==> config.mk <==
export PLATFORM = sky130hd
export DESIGN_NAME = coax_rx_buffer
export DESIGN_NICKNAME = d
export VERILOG_FILES = /design/src/rtl/coax_pkg.sv /design/src/rtl/coax_fifo.sv /design/src/rtl/coax_rx_buffer.sv
export SDC_FILE = /design/constraint.sdc
export NUM_CORES = 2
export LEC_CHECK = 0
export CAP_MARGIN = 30
export CORE_MARGIN = 4
export CORE_UTILIZATION = 40
export CTS_BUF_LIST = sky130_fd_sc_hd__clkbuf_8
export DETAILED_ROUTE_END_ITERATION = 16
export PLACE_DENSITY = 0.67
export RECOVER_POWER = 25
export SYNTH_ARGS = -nofsm -noshare
export SYNTH_HDL_FRONTEND = slang
export SYNTH_SLANG_ARGS = --single-unit
==> constraint.sdc <==
create_clock -name clk -period 3.8 [get_ports clk]
set_clock_uncertainty 0.15 [all_clocks]
set_input_delay 0.76 -clock clk [delete_from_list [all_inputs] [get_ports clk]]
set_output_delay 0.76 -clock clk [all_outputs]
set_load 0.1 [all_outputs]
==> src/rtl/coax_pkg.sv <==
// rtl/coax_pkg.sv - shared FSM states and error codes for the coax receive path
package coax_pkg;

  typedef enum logic [1:0] {
    STATE_IDLE      = 2'd0,
    STATE_RECEIVING = 2'd1,
    STATE_ERROR     = 2'd2
  } state_t;

  localparam int WORD_W = 10;

  localparam logic [WORD_W-1:0] ERROR_LOSS_OF_MID_BIT_TRANSITION = 10'b0000000001;
  localparam logic [WORD_W-1:0] ERROR_PARITY                     = 10'b0000000010;
  localparam logic [WORD_W-1:0] ERROR_INVALID_END_SEQUENCE       = 10'b0000000100;
  localparam logic [WORD_W-1:0] ERROR_OVERFLOW                   = 10'b0000001000;

endpackage

==> src/rtl/coax_fifo.sv <==
// rtl/coax_fifo.sv - first-word-fall-through word store with wrap-bit pointers
// Optional occupancy output under COAX_RX_BUFFER_WORD_COUNT_EN.
module coax_fifo #(
  parameter int DEPTH = 256,
  parameter int WIDTH = 10
) (
  input  logic                   clk,
  input  logic                   rst,
  input  logic                   wr_en,
  input  logic [WIDTH-1:0]       wr_data,
  input  logic                   rd_en,
  output logic [WIDTH-1:0]       rd_data,
  output logic                   empty,
  output logic                   full
`ifdef COAX_RX_BUFFER_WORD_COUNT_EN
  ,
  output logic [$clog2(DEPTH):0] count
`endif
);

  localparam int AW = $clog2(DEPTH);

  logic [AW:0]      wr_ptr_q, wr_ptr_d;
  logic [AW:0]      rd_ptr_q, rd_ptr_d;
  logic [WIDTH-1:0] mem_q [DEPTH];
  logic             rd_ok;
  logic             wr_ok;

  assign empty = (wr_ptr_q == rd_ptr_q);
  assign full  = (wr_ptr_q[AW] != rd_ptr_q[AW]) && (wr_ptr_q[AW-1:0] == rd_ptr_q[AW-1:0]);

  // A pop in the same cycle frees the slot, so a full buffer may still accept a write.
  assign rd_ok = rd_en && !empty;
  assign wr_ok = wr_en && (!full || rd_ok);

  always_comb begin
    wr_ptr_d = wr_ptr_q + {{AW{1'b0}}, wr_ok};
    rd_ptr_d = rd_ptr_q + {{AW{1'b0}}, rd_ok};
  end

  always_ff @(posedge clk or posedge rst) begin
    if (rst) begin
      wr_ptr_q <= '0;
      rd_ptr_q <= '0;
    end else begin
      wr_ptr_q <= wr_ptr_d;
      rd_ptr_q <= rd_ptr_d;
    end
  end

  always_ff @(posedge clk) begin
    if (wr_ok) begin
      mem_q[wr_ptr_q[AW-1:0]] <= wr_data;
    end
  end

  assign rd_data = mem_q[rd_ptr_q[AW-1:0]];

`ifdef COAX_RX_BUFFER_WORD_COUNT_EN
  assign count = wr_ptr_q - rd_ptr_q;
`endif

endmodule

==> src/rtl/coax_rx_buffer.sv <==
// rtl/coax_rx_buffer.sv - frame FSM and sticky error capture around the coax word buffer
// Optional count output under COAX_RX_BUFFER_WORD_COUNT_EN.
module coax_rx_buffer
  import coax_pkg::*;
#(
  parameter int DEPTH = 256
) (
  input  logic                   clk,
  input  logic                   reset,
  input  logic                   rx_active,
  input  logic [9:0]             rx_data,
  input  logic                   rx_strobe,
  input  logic                   rx_error,
  output logic [9:0]             data,
  output logic                   empty,
  output logic                   full,
  input  logic                   read_strobe,
  output logic                   error,
  output logic [9:0]             error_code,
  output logic                   frame_done
`ifdef COAX_RX_BUFFER_WORD_COUNT_EN
  ,
  output logic [$clog2(DEPTH):0] count
`endif
);

  state_t      state_q, state_d;
  logic        active_q;
  logic [9:0]  code_q, code_d;
  logic        done_q, done_d;
  logic        in_error;
  logic        rd_take;
  logic        overflow;
  logic        wr_req;

  assign in_error = (state_q == STATE_ERROR);
  assign rd_take  = read_strobe && !empty;
  assign overflow = rx_strobe && full && !rd_take;
  assign wr_req   = rx_strobe && !rx_error && !in_error;

  coax_fifo #(
    .DEPTH (DEPTH),
    .WIDTH (WORD_W)
  ) u_fifo (
    .clk     (clk),
    .rst     (reset),
    .wr_en   (wr_req),
    .wr_data (rx_data),
    .rd_en   (read_strobe),
    .rd_data (data),
    .empty   (empty),
    .full    (full)
`ifdef COAX_RX_BUFFER_WORD_COUNT_EN
    ,
    .count   (count)
`endif
  );

  // rx_error outranks a coincident overflow so the receiver's own code is kept.
  always_comb begin
    state_d = state_q;
    code_d  = code_q;
    done_d  = 1'b0;
    if (!in_error && rx_error) begin
      state_d = STATE_ERROR;
      code_d  = rx_data;
    end else if (!in_error && overflow) begin
      state_d = STATE_ERROR;
      code_d  = ERROR_OVERFLOW;
    end else begin
      case (state_q)
        STATE_IDLE: begin
          if (rx_active && !active_q) state_d = STATE_IDLE == STATE_IDLE ? STATE_RECEIVING : STATE_IDLE;
        end
        STATE_RECEIVING: begin
          if (!rx_active && active_q) begin
            state_d = STATE_IDLE;
            done_d  = 1'b1;
          end
        end
        default: state_d = state_q;
      endcase
    end
  end

  // active_q resets high so a frame still in flight across reset is never resumed.
  always_ff @(posedge clk or posedge reset) begin
    if (reset) begin
      state_q  <= STATE_IDLE;
      active_q <= 1'b1;
      code_q   <= '0;
      done_q   <= 1'b0;
    end else begin
      state_q  <= state_d;
      active_q <= rx_active;
      code_q   <= code_d;
      done_q   <= done_d;
    end
  end

  assign error      = in_error;
  assign error_code = code_q;
  assign frame_done = done_q;

endmodule

Word level (Yosys, flattened, before mapping)
Memory sizes are Yosys's and may differ from the RTL's.
Index checks and enable logic that the tools add are counted.
- register bits: 32
- RAM bits: 2560
- input bits: 16
- output and inout port bits: 24
- word-level logic and storage cells: 52
- memories kept: 1
- memories (memory ; depth ; width ; rd ports ; clocked after Yosys merged registers in ; wr ports ; RTL line ; RTL):
    u_fifo.mem_q ; 256 ; 10 ; 1 ; 0 ; 1 ; coax_fifo.sv:25 ; logic [WIDTH-1:0] mem_q [DEPTH];
- add/sub/neg operators: 2
- eq/ne operators: 7
- mux-type cells: 13
- reduce and logical (&&, ||, !) cells: 23
- operator list (operator ; number):
    10-bit 2-to-1 mux ; 2
    9-bit by 1-bit adder with 9-bit output ; 2
    1-bit logical AND ; 11
    9-bit equality test ; 1
    8-bit equality test ; 1
    2-bit 2-to-1 mux ; 4
    4-bit inequality test (second input constant) ; 2
    1-bit zero test ; 7
    1-bit 2-to-1 mux ; 6
    2-bit one-hot mux with 2 select lines ; 1
    4-bit nonzero test ; 1
    3-bit AND reduction ; 1
    2-bit by 1-bit equality test with 1-bit output (second input constant) ; 1
    2-bit equality test (second input constant) ; 1
    2-bit zero test ; 1
    2-bit nonzero test ; 1
    1-bit logical OR ; 1
    1-bit inequality test ; 1

Longest topological paths before layout
- depth in word-level cells: 8
- depth in mapped cells: 13

Modules after synthesis
From an unflattened synthesis, not the netlist that was laid out.
- cells, all modules: 4990
- area total of the unflattened synthesis: 101775.1 µm²
- modules (own cells, without submodules) (module ; times used ; cells an instance ; area an instance (µm²) ; sequential area each (µm²)):
    coax_fifo ; 1 ; 4935 ; 101114.5 ; 77324.2
    coax_rx_buffer ; 1 ; 55 ; 660.6 ; 351.6

Worst setup path after synthesis
No wires, ideal clock.
- kind: register to output
- from: register u_fifo.rd_ptr_q[0]
- to: output port data[4]
- data arrival time: 4.831 ns
- required time: 2.890 ns
- path slack: -1.941 ns
- cell stages (with the launch flop): 12
- buffers on the path: 5
- cells stage by stage: dfrtp_1 -> buf_6 -> buf_12 -> buf_12 -> buf_12 -> buf_12 -> mux2i_1 -> a221oi_1 -> a221oi_1 -> a21oi_1 -> a31oi_1 -> nor4_1
- cells in the longest elaborated chain, start to end: 1
- ends and longest elaborated chain (element ; RTL line ; RTL):
    start: declaration ; coax_fifo.sv:24 ; logic [AW:0] rd_ptr_q, rd_ptr_d;
    start signal: assignment ; coax_fifo.sv:47 ; rd_ptr_q <= rd_ptr_d;
    memory read 256 x 10 bit ; - ;
    end: declaration ; coax_rx_buffer.sv:14 ; output logic [9:0] data,
No other way between the ends.

Worst setup path after layout
- from: register u_fifo.rd_ptr_q[0]
- to: output port data[3]
The elaborated chain is that of the path after synthesis.

==> out/results.ini <==
[synthesis]
synth_compound_area_share_pct=3.40
synth_xor_area_share_pct=0.199
ys_async_sr_fraction_pct=1.23
ys_ff_latch=2592
ys.flop_type=edfxtp_1
synth_area_leaders=edfxtp_1, mux4_2, mux2i_1
synth_fa_ha_area_share_pct=0.0496
synth_cells=4755
yosys.area_share.simple_pct=2.29
yosysSeqAreaShare_pct=76.9
yosys.area.top_type=edfxtp_1
synth.area.mux_share_pct=15.0
synth.avg_cell_area_um2=21.2
ys_warn_count=0
synth_edf_count=2560
yosys-top-cells-count=edfxtp_1, mux4_2, nor2_1, mux2i_1, a21oi_1
syn_area_um2=101000
yosysUniqueCellTypes=86
yosysTopAreaCellShare_pct=76.1
yosys.cell_count.top_type=edfxtp_1
synth_top_family_by_area=multiplexers
synth.net_count=4775

[floorplan]
die_h_um=511
die_w_um=511
io-pin-count=40
start_util_pct=40.2
die_area_um2=261000
fp-row-count=184
core_area_um2=251000

[critical_path]
max_stage_delay_ps=520
worstSetupStartpointType=register
cp.arrival_ps=4440
cp_max_fo=9
slowest_stage=mux4_2
required_ps=2890
crit_path_start=u_fifo.rd_ptr_q[0]$_DFF_PP0_
r2r_start=u_fifo.rd_ptr_q[1]$_DFF_PP0_
path_class=reg2out
crit_buf_inv=7
critPathTopFamily=buffers and inverters
path_cells=buf_12 > buf_16 > buf_12 > mux4_2 > a22oi_2 > a21oi_1 > buf_4 > nor4_4 > buf_4 > a221oi_4 > a311o_1 > buf_6 > buf_12
crit_path_end_kind=output port
cp_common_cell=buf_12

[detailed_routing]
routedWlPerCell_um=30.5
drt-vias-per-instance=5.83
drc=0
ant_nets=0
wl_um=287000
first_pass_iters=8
vias=55000
drtIter0Drc=7698

[status]
violations=capacitance limit, slew limit, setup timing
status=finished with violations

[cells_and_area]
drive_gt1_share_pct=35.4
nets=5784
areaGrowthSynthToFinish_pct=20.7
fillers=20100

[timing]
hold_viol_final=0
fmax_ghz=0.187
fin_crit_ps=5350
setup_viol=433
slew_violations=804
tightest_slew_ps=4250
whs_ps=350
setup_slack_ps=-1550
rsz0062_at_grt=true
relSlewSlack_pct=-183
period_share_pct=141

[cts]
clk_pin_slew_ps=60
cts_made_buffers=415
tritoncts=yes
htreeDepth=5
insertion_delay_ps=1080
cts_root_buf=clkbuf_8
clockBufferDepth=4
clock_sinks=2592

[pwr]
p_leak_uw=0.0399
powerDensity_nw_per_um2=698
power_uw=85100
vdd_drop_max_mv=0.675

[grt]
grt_pass1_vias=55000
overflow=0
grt_antenna_before_repair=7
grt_pass1_wl_um=406000
globalRouteTotalUtil_pct=21.7
grt_max_degree=106

[worst_hold_path]
hp-start=u_fifo.wr_ptr_q[8]$_DFF_PP0_
hp-class=reg2reg

[job]
max_cap_violations=11

[place]
gp_congestion=0.881
place_hpwl_um=185000
io_buffers=39

==> cell type report <==
| class | instances | area (um2) | share of cell area [%] |
|---|---|---|---|
| inverters | 11 | 43.8 | 0.0359 |
| flip-flops and latches | 2592 | 77700 | 63.7 |
| diodes | 3 | 7.51 | 0.00616 |
| multi-input cells | 1864 | 22400 | 18.4 |
| clock inverters | 299 | 1550 | 1.27 |
| repair buffers | 880 | 10100 | 8.31 |
| well taps | 3348 | 4190 | 3.44 |
| clock buffers | 424 | 5840 | 4.79 |
==> flip-flops by register name (all words and copies together) (netlist names) <==
signal and count:
u_fifo.wr_ptr_q 9, error_code 10, u_fifo.rd_ptr_q 9, active_q 1, state_q 2, u_fifo.mem_q 2560
frame_done 1
==> layout by cell type, fill, tap and decap left out, types with 15 or more instances in the layout <==
cell type,Yosys,layout
o221ai_1,22,18
clkinv_1,1,115
mux2i_1,248,243
clkdlybuf4s50_1,0,15
a211oi_1,26,18
nand3_1,31,27
nor2_4,0,36
clkbuf_8,8,425
dfrtp_1,31,24
buf_6,37,47
nand2_1,102,100
o21ai_0,40,29
a221oi_1,57,39
a21oi_2,1,17
buf_12,18,229
edfxtp_1,2560,2560
a22oi_1,103,91
nor2_2,0,79
inv_1,8,138
clkinv_2,0,32
buf_4,30,535
o22ai_1,29,26
nor2_1,311,196
a21oi_1,109,93
mux4_2,542,544
a221oi_2,2,19
==> cells by family after synthesis <==
logic type,count (synthesis)
XOR/XNOR,23
flip-flops,2592
adder cells (fa/ha/maj),4
AO/OA/AOI/OAI,484
AND/OR/NAND/NOR,539
multiplexers,814
buffers and inverters,299
==> metrics by stage <==
| stage | utilization [%] | cell area (um2) | setup TNS [ps] | instances | worst slack, ps |
|---|---|---|---|---|---|
| 4_1_cts | 48.2 | 121000 | -15010 | 9363 | -1550 |
| 2_1_floorplan | - | 101000 | -210 | 4755 | -143 |
| 3_5_place_dp | 44.8 | 113000 | -255600 | 8612 | -927 |
| 3_3_place_gp | 44.6 | 112000 | -261740 | 8571 | -969 |
| 5_1_grt | 48.5 | 122000 | -143720 | 9420 | -1600 |
| 6_report | 48.5 | 122000 | -65450 | 9421 | -1550 |
==> layer usage <==
metal / track usage [%] / vias to the layer above / wire, um
met5: 0 / - / 27
met4: 9.51 / 4 / 14300
met3: 5.08 / 701 / 31700
met2: 33.8 / 3553 / 134000
met1: 29.2 / 28700 / 107000
li1: - / 22000 / -
==> timing repair <==
action,CTS,global route
gates cloned,4,4
pin swaps,18,34
resized for setup,219,127
hold buffers,3,0
buffers inserted,21,53
hold endpoints to repair,33,0
endpoints found under the setup margin,2403,1201
==> final timing paths <==
| path | depth (start not counted) | slack [ps] | end |
|---|---|---|---|
| setup reg to reg | 12 | 160 | u_fifo.mem_q[46][6]$_DFFE_PP_ |
| hold reg to reg | 1 | 350 | u_fifo.wr_ptr_q[8]$_DFF_PP0_ |
| hold / removal | 1 | 350 | u_fifo.wr_ptr_q[8]$_DFF_PP0_ |
| max in group asynchronous | 4 | 2580 | u_fifo.rd_ptr_q[0]$_DFF_PP0_ |
| setup / recovery | 13 | -1550 | data[3] |
| min in group asynchronous | 4 | 510 | u_fifo.wr_ptr_q[3]$_DFF_PP0_ |
==> where the power goes <==
part	total, uW	switching, uW	internal [uW]
clock	21800	10600	11200
combinational	31700	17400	14300
sequential	31600	131	31500
(Power assumes the default switching activity.)
